File: src/rtl/seg_defs.sv
// Definitions shared between the digit editor and the four-digit seven-segment driver:
// anode codes, digit range, debounce state encoding and digit wrap helpers.
package seg_defs;

    localparam logic [3:0] ANODE_LEFT  = 4'b1000;
    localparam logic [3:0] ANODE_RIGHT = 4'b0001;
    localparam logic [3:0] DIGIT_MAX   = 4'd9;

    // Bit positions of the buttons inside the packed button vector.
    localparam int BTN_R = 0;
    localparam int BTN_L = 1;
    localparam int BTN_D = 2;
    localparam int BTN_U = 3;
    localparam int BTN_C = 4;
    localparam int NUM_BTNS = 5;

    typedef enum logic {
        SELECTING  = 1'b0,
        DEBOUNCING = 1'b1
    } db_state_t;

    typedef enum logic [2:0] {
        ACT_NONE,
        ACT_CLEAR,
        ACT_INC,
        ACT_DEC,
        ACT_LEFT,
        ACT_RIGHT
    } action_t;

    function automatic logic [3:0] digit_inc(input logic [3:0] d, input logic [3:0] max_d);
        return (d >= max_d) ? 4'd0 : d + 4'd1;
    endfunction

    function automatic logic [3:0] digit_dec(input logic [3:0] d, input logic [3:0] max_d);
        return (d == 4'd0 || d > max_d) ? max_d : d - 4'd1;
    endfunction

    // Slot 0 is the leftmost digit.
    function automatic logic [1:0] anode_to_slot(input logic [3:0] anode);
        case (anode)
            ANODE_LEFT:  return 2'd0;
            4'b0100:     return 2'd1;
            4'b0010:     return 2'd2;
            ANODE_RIGHT: return 2'd3;
            default:     return 2'd0;
        endcase
    endfunction

endpackage

File: src/rtl/button_debounce.sv
// One push-button input path: 2-FF synchronizer, debounce FSM with stability counter,
// and a registered one-cycle press pulse on each accepted 0->1 change.
module button_debounce
    import seg_defs::*;
#(
    parameter int DEBOUNCE_CYCLES = 500000
) (
    input  logic clk,
    input  logic rst,
    input  logic raw,
    output logic press
);

    localparam int CW = $clog2(DEBOUNCE_CYCLES + 1);

    logic          sync_meta;
    logic          sync_level;
    logic          accepted;
    logic          accepted_next;
    logic          press_next;
    logic [CW-1:0] count;
    logic [CW-1:0] count_next;
    db_state_t     state;
    db_state_t     state_next;

    logic differs;
    logic settled;

    assign differs = (sync_level != accepted);
    assign settled = (count == CW'(DEBOUNCE_CYCLES));

    // NOTE: sequential state uses non-blocking assignments so every register samples pre-edge values.
    always_ff @(posedge clk) begin
        if (rst) begin
            sync_meta  <= 1'b0;
            sync_level <= 1'b0;
            state      <= SELECTING;
            count      <= '0;
            accepted   <= 1'b0;
            press      <= 1'b0;
        end else begin
            sync_meta  <= raw;
            sync_level <= sync_meta;
            state      <= state_next;
            count      <= count_next;
            accepted   <= accepted_next;
            press      <= press_next;
        end
    end

    // NOTE: every signal assigned in always_comb gets a default first, so no latch is inferred.
    always_comb begin
        state_next = state;
        unique case (state)
            SELECTING:  if (differs) state_next = DEBOUNCING;
            DEBOUNCING: if (!differs || settled) state_next = SELECTING;
        endcase
    end

    // The cycle that detects the difference already counts as the first stable cycle.
    always_comb begin
        count_next    = '0;
        accepted_next = accepted;
        press_next    = 1'b0;
        unique case (state)
            SELECTING: begin
                if (differs) count_next = CW'(1);
            end
            DEBOUNCING: begin
                if (differs) begin
                    if (settled) begin
                        accepted_next = sync_level;
                        press_next    = sync_level;
                    end else begin
                        count_next = count + CW'(1);
                    end
                end
            end
        endcase
    end

endmodule

File: src/rtl/digit_entry.sv
// Button-driven four-digit editor: debounced presses select a slot and edit its 0..MAX_DIGIT
// value, producing the number/currLED pair for the seven-segment driver.
module digit_entry
    import seg_defs::*;
#(
    parameter int DEBOUNCE_CYCLES = 500000,
    parameter int MAX_DIGIT       = 9
) (
    input  logic       clk,
    input  logic       rst,
    input  logic       btnL,
    input  logic       btnR,
    input  logic       btnU,
    input  logic       btnD,
    input  logic       btnC,
    output logic [3:0] currLED,
    output logic [3:0] number,
    output logic       entryStrobe
);

    localparam logic [3:0] MAX_D = 4'(MAX_DIGIT);

    logic [NUM_BTNS-1:0] raw_btn;
    logic [NUM_BTNS-1:0] press;

    assign raw_btn = {btnC, btnU, btnD, btnL, btnR};

    for (genvar i = 0; i < NUM_BTNS; i++) begin : g_btn
        button_debounce #(
            .DEBOUNCE_CYCLES(DEBOUNCE_CYCLES)
        ) u_debounce (
            .clk  (clk),
            .rst  (rst),
            .raw  (raw_btn[i]),
            .press(press[i])
        );
    end

    action_t action;

    always_comb begin
        if      (press[BTN_C]) action = ACT_CLEAR;
        else if (press[BTN_U]) action = ACT_INC;
        else if (press[BTN_D]) action = ACT_DEC;
        else if (press[BTN_L]) action = ACT_LEFT;
        else if (press[BTN_R]) action = ACT_RIGHT;
        else                   action = ACT_NONE;
    end

    logic [3:0] digits [4];
    logic [1:0] sel;
    logic [3:0] led_next;
    logic       wr_en;
    logic [3:0] wr_data;
    logic [3:0] number_next;

    assign sel = anode_to_slot(currLED);

    always_comb begin
        led_next = currLED;
        wr_en    = 1'b0;
        wr_data  = digits[sel];
        case (action)
            ACT_CLEAR: begin
                wr_en   = 1'b1;
                wr_data = 4'd0;
            end
            ACT_INC: begin
                wr_en   = 1'b1;
                wr_data = digit_inc(digits[sel], MAX_D);
            end
            ACT_DEC: begin
                wr_en   = 1'b1;
                wr_data = digit_dec(digits[sel], MAX_D);
            end
            ACT_LEFT:  led_next = {currLED[2:0], currLED[3]};
            ACT_RIGHT: led_next = {currLED[0], currLED[3:1]};
            default: ;
        endcase
    end

    // number follows whichever of the store or the selection changes on this edge.
    assign number_next = wr_en ? wr_data : digits[anode_to_slot(led_next)];

    always_ff @(posedge clk) begin
        if (rst) begin
            // NOTE: the digit store is reset explicitly because the display shows it straight after reset.
            for (int i = 0; i < 4; i++) digits[i] <= 4'd0;
            currLED     <= ANODE_LEFT;
            number      <= 4'd0;
            entryStrobe <= 1'b0;
        end else begin
            if (wr_en) digits[sel] <= wr_data;
            currLED     <= led_next;
            number      <= number_next;
            entryStrobe <= (action != ACT_NONE);
        end
    end

endmodule

File: config.mk
export PLATFORM = sky130hd
export DESIGN_NAME = digit_entry
export DESIGN_NICKNAME = d
export VERILOG_FILES = /design/src/rtl/seg_defs.sv /design/src/rtl/button_debounce.sv /design/src/rtl/digit_entry.sv
export SDC_FILE = /design/constraint.sdc
export NUM_CORES = 1
export LEC_CHECK = 0
export CAP_MARGIN = 25
export CORE_MARGIN = 5
export CORE_UTILIZATION = 40
export CTS_BUF_LIST = sky130_fd_sc_hd__clkbuf_2 sky130_fd_sc_hd__clkbuf_4 sky130_fd_sc_hd__clkbuf_8
export CTS_CLUSTER_DIAMETER = 120
export DETAILED_ROUTE_END_ITERATION = 10
export PLACE_DENSITY_LB_ADDON = 0.05
export SETUP_SLACK_MARGIN = 0.05
export SLEW_MARGIN = 10
export SYNTH_ARGS = -nofsm -noshare
export SYNTH_HDL_FRONTEND = slang
export SYNTH_SLANG_ARGS = --single-unit
File: constraint.sdc
create_clock -name clk -period 2.8 [get_ports clk]
set_input_delay 0.28 -clock clk [delete_from_list [all_inputs] [get_ports clk]]
set_output_delay 0.28 -clock clk [all_outputs]
set_load 0.01 [all_outputs]
After elaboration in Yosys (flattened, before gate mapping)
Memory sizes are Yosys's and may differ from the RTL's. A register that Yosys moved wholly into a read port is not among the register bits.
Index checks and enable logic that the tools add are counted.

operators by class
  add/sub/neg operators = 7
  $lt $le $gt $ge = 2
  eq/ne operators = 21
  multiplexer cells = 55
  bitwise gates (word level) = 15
  reductions and logical operators = 25

operator list
  operator               count
  $mux 19                10
  $pmux 19 s2            5
  $add 19x1->19 const B  5
  $eq 19x19->1 const B   5
  $reduce_or 4->1        6
  $mux 1                 22
  $mux 3                 5
  $not 1->1              15
  $reduce_and 3->1       5
  $mux 4                 3
  $pmux 2 s3             2
  $pmux 4 s3             1
  $pmux 1 s2             5
  $eq 4x1->1 const B     2
  $eq 4x2->1 const B     2
  $eq 4x3->1 const B     2
  $pmux 4 s2             1
  $eq 3x2->1 const B     2
  $eq 3x3->1 const B     2
  $logic_or 1x1->1       6
  $logic_not 1->1        5
  $ne 1x1->1             5
  $add 4x1->4 const B    1
  $ge 4x4->1 const B     1
  other kinds (7)        7

word-level totals
  register bits = 125
  RAM bits = 16
  bits of input ports = 7
  logic and storage cells = 158
  memories = 1

memories
  name    words  width  read ports  clocked after Yosys merged registers in  write ports  RTL line           text
  digits  4      4      2           1                                        4            digit_entry.sv:50  logic [3:0] digits [4];

Logic depth before layout (Yosys ltp)
  word-level depth = 13
  mapped depth = 13
  mapped depth without buffers = 12

Hierarchy
Synthesis repeated with hierarchy kept, for this count alone.

second synthesis, totals
  cell total of the unflattened synthesis = 809
  area, all modules = 7344.5 um^2

by module, submodules not included
  module           times used  cells each  area an instance (um^2)  sequential area each (um^2)
  button_debounce  5           127         1142.3                   480.5
  digit_entry      1           174         1632.8                   660.6

Worst setup path after synthesis
No wires, ideal clock.

  kind = register -> register
  from = register currLED[2]
  to = register number[3] (read register of digits)
  arrival = 2.689 ns
  data required time = 2.714 ns
  setup slack = 0.025 ns
  cell stages (with the launch flop) = 13
  path buffers = 1
  cells stage by stage = dfxtp_1 > buf_2 > or2_1 > nor2_1 > a211oi_1 > a31oi_1 > inv_1 > ha_1 > nor3b_1 > inv_1 > a2111oi_2 > nor4_2 > a221oi_2

between the ends
  cells in the longest elaborated chain, start to end = 3
  elaborated cells on any way between the ends = 5

ends and longest elaborated chain
  what                                RTL line           text
  from (decl)                         digit_entry.sv:16  output logic [3:0] currLED,
  from (signal assigned)              digit_entry.sv:94  currLED <= led_next;
  $pmux 4 s2 (*)                      digit_entry.sv:63  case (action)
  $eq 4x1->1 (tied with other cells)  seg_defs.sv:41     case (anode)
  $pmux 2 s3 (*)                      seg_defs.sv:41
  to (decl)                           digit_entry.sv:17  output logic [3:0] number,

Mark *: on every way between the ends. The rest lies on a longest branch, timed or not.
A chain may end at the register's enable or synchronous reset.

==> run_results.csv <==
group,metric,value,unit
status,status,"complete, no violations",
routing,viasPerCell,5.23,
routing,drt-wirelength-per-cell,14.1,um
flow_run,cap_violations,0,
synth,yosysWarnings,0,
routing,route.vias.total,5539,
synth,synth_compound_area_share,10.8,%
synth,synthSimpleGateAreaFrac,27.9,%
clock_tree,cts_root_buffer,"clkbuf_8",
placed_design,place_area,7470,sq um
timing,slew_headroom,53.2,%
power,leakagePower,2.56,nW
timing,holdWs,0.262,ns
grt,antenna_found_initial,0,
worst_setup_path,max_stage_delay,0.40,ns
die,ios,16,
routing,first_pass_iters,5,
synth,synthCells,770,
timing,fin_crit_sh,93.4,%
synth,synth-seq-cells,145,
clock_tree,cts_buffer_depth,2,
placed_design,pre_cts_ws,-0.0166,ns
power,max-vdd-ir-drop,0.272,mV
synth,synth.distinct_cells,72,
layout,final_cell_mix,"147 x nor2_1, 126 x dfxtp_1, 57 x nand2_1, 56 x nand3_1, 53 x xor2_1",
worst_setup_path,crit_buf_inv,2,
grt,grt.total_usage,15.3,%
die,num_rows,48,
clock_tree,htreeDepth,4,
die,die_w,141,um
clock_tree,postCtsHoldBufs,0,
power,power,3.84,mW
timing,rsz0062_at_grt,"false",
worst_setup_path,crit_chain,"buf_4, xnor2_2, nor2_1, nand2_1, a31oi_2, inv_1, ha_2, nor3b_2, o211ai_1, a21oi_1, nor4_4, nor2_1",
synth,yosys.area_share.xor_xnor,11.6,%
grt,grt_pass1_wl,24.8,mm
worst_setup_path,cp_max_fo,5,
worst_setup_path,cp.arrival,2.79,ns
layout,multi_input_area,3760,sq um
synth,synth_area,6870,sq um
power,power_density,482,nW/um^2
die,coreArea,17100,sq um
clock_tree,clock-sinks,145,
grt,grt_overflow,0,
layout,design_area,7980,sq um
clock_tree,cts_tree,"built",
timing,skew,0.0110,ns
clock_tree,clkLatencyLatePin,0.43,ns
synth,synth_top_family_by_area,"simple AND/OR/NAND/NOR gates",
synth,ys.flop_type,"dfxtp_1",
clock_tree,clkSlewWorstSetupHoldPaths,0.08,ns
worst_setup_path,endpoint_kind,"flop",
worst_setup_path,critPathRequiredTime,2.97,ns
timing,max_slew.worst_pin.slew,0.701,ns
routing,drc,0,
timing,fin_crit,2.62,ns
synth,synth_area_leader_cell,"dfxtp_1",
synth,synth_fp_nets,791,
placed_design,gp_congestion,0.945,
layout,syn_to_final_growth,16.2,%
placed_design,place_hpwl,10.9,mm
timing,setup_slack,0.184,ns
synth,yosysTopAreaCellShare,37.6,%
worst_setup_path,cpMaxStageDelayCell,"nor4_4",
synth,async_flop_share,0,%
worst_setup_path,cp-start-kind,"flop",
synth,avgSynthCellArea,8.92,sq um
die,start_util,40.3,%
min_path,hp-class,"input port to flop",
synth,ys_seq_area_share,44.6,%
placed_design,numPortBuffers,15,
timing,final_max_slew_viol_count,0,
timing,setup_viol,0,
worst_setup_path,crit_type,"flop to flop",
synth,synth.top_cells.by_area,"dfxtp_1 38%, nor2_1 8.1%, edfxtp_1 7.0%",
clock_tree,cts_inserted_buffers,17,
routing,wl,15.0,mm
timing,setup_tns,0,ns
die,fp.dieH,141,um
layout,antenna_cells,0,
routing,dr.first_iter.drc_count,364,
timing,max_freq,382,MHz
die,die_area,19900,sq um
placed_design,dpl.cell_count,1025,
synth,synth_mux_area_share,0.291,%
layout,nNetsFinal,842,
layout,drive_gt1_share,12.6,%
grt,grt_pass1_vias,5214,
grt,grt_max_degree,20,
layout,ff_latch_area,3070,sq um
routing,postRouteAntennaNets,0,
layout,final_common_cell,"nor2_1",
layout,post-route-util,46.8,%
worst_setup_path,cp_common_cell,"nor2_1",
worst_setup_path,path_delay_family,"simple AND/OR/NAND/NOR gates",
timing,hold_viol_final,0,
synth,synthAdderAreaFrac,2.55,%
layout,fillers,1670,
layout,stdcell_count,1059,
synth,synth-edff-count,16,
worst reg2reg max path, cell delays in order (launching register included):
cell	delay (ns)
dfxtp_4	0.38
buf_4	0.17
xnor2_2	0.16
nor2_1	0.14
nand2_1	0.08
a31oi_2	0.19
inv_1	0.11
ha_2	0.22
nor3b_2	0.17
o211ai_1	0.12
a21oi_1	0.13
nor4_4	0.40
nor2_1	0.09
final timing paths:
check / end / startpoint / cells past startpoint / slack (ns)
max: digits[0][3] / currLED[0] / 12 / 0.18
min: g_btn[3].u_debounce.sync_meta / rst / 2 / 0.26
max reg2reg: digits[0][3] / currLED[0] / 12 / 0.18
min reg2reg: g_btn[0].u_debounce.sync_level / g_btn[0].u_debounce.sync_meta / 1 / 0.44
kinds of logic after synthesis:
group                    Yosys count
AND/OR/NAND/NOR                  388
flip-flops                       145
AO/OA/AOI/OAI                     96
XOR/XNOR                          88
buffers and inverters             37
adder cells (fa/ha/maj)           14
multiplexers                       2
cell usage after synthesis (11+ instances only):
cell type,instances
and3_1,11
edfxtp_1,16
inv_1,21
ha_1,14
xnor2_1,33
a21oi_1,16
and2_1,11
nor2b_1,15
nor4_1,11
o21ai_0,20
nand3_1,56
nand2_1,57
xor2_1,53
nand4_1,15
dfxtp_1,129
nor2_1,149
power by group:
part | switching, mW | internal, mW | total, mW
clock network | 0.805 | 0.776 | 1.58
registers | 0.0254 | 2.12 | 2.15
logic | 0.0589 | 0.0569 | 0.116
sequential cells by signal, summed over array words and instances, names as in the netlist:
signal / cells
g_btn.u_debounce.count: 95
digits: 16
g_btn.u_debounce.accepted: 5
g_btn.u_debounce.press: 5
g_btn.u_debounce.state: 5
g_btn.u_debounce.sync_level: 5
g_btn.u_debounce.sync_meta: 5
currLED: 4
number: 4
entryStrobe: 1
area by class of cell:
cell class / instances / area share (%)
clock buffers: 21 / 3.47
clock inverters: 11 / 1.32
inverters: 21 / 0.988
multi-input cells: 588 / 47.1
flip-flops and latches: 145 / 38.5
well taps: 225 / 3.53
repair buffers: 48 / 5.08
metal layers:
metal	global-route usage (%)	vias to the layer above	wire, um
li1	-	2800	-
met4	5.66	0	288
met1	20.5	2602	7380
met3	4.78	21	621
met2	23.1	116	6660
met5	0	-	0
timing repair:
item,CTS,global route
resized for setup,2,21
setup endpoints to repair,7,19
buffers inserted,0,2
pin swaps,1,5
Power figures use the tool's default switching activity.
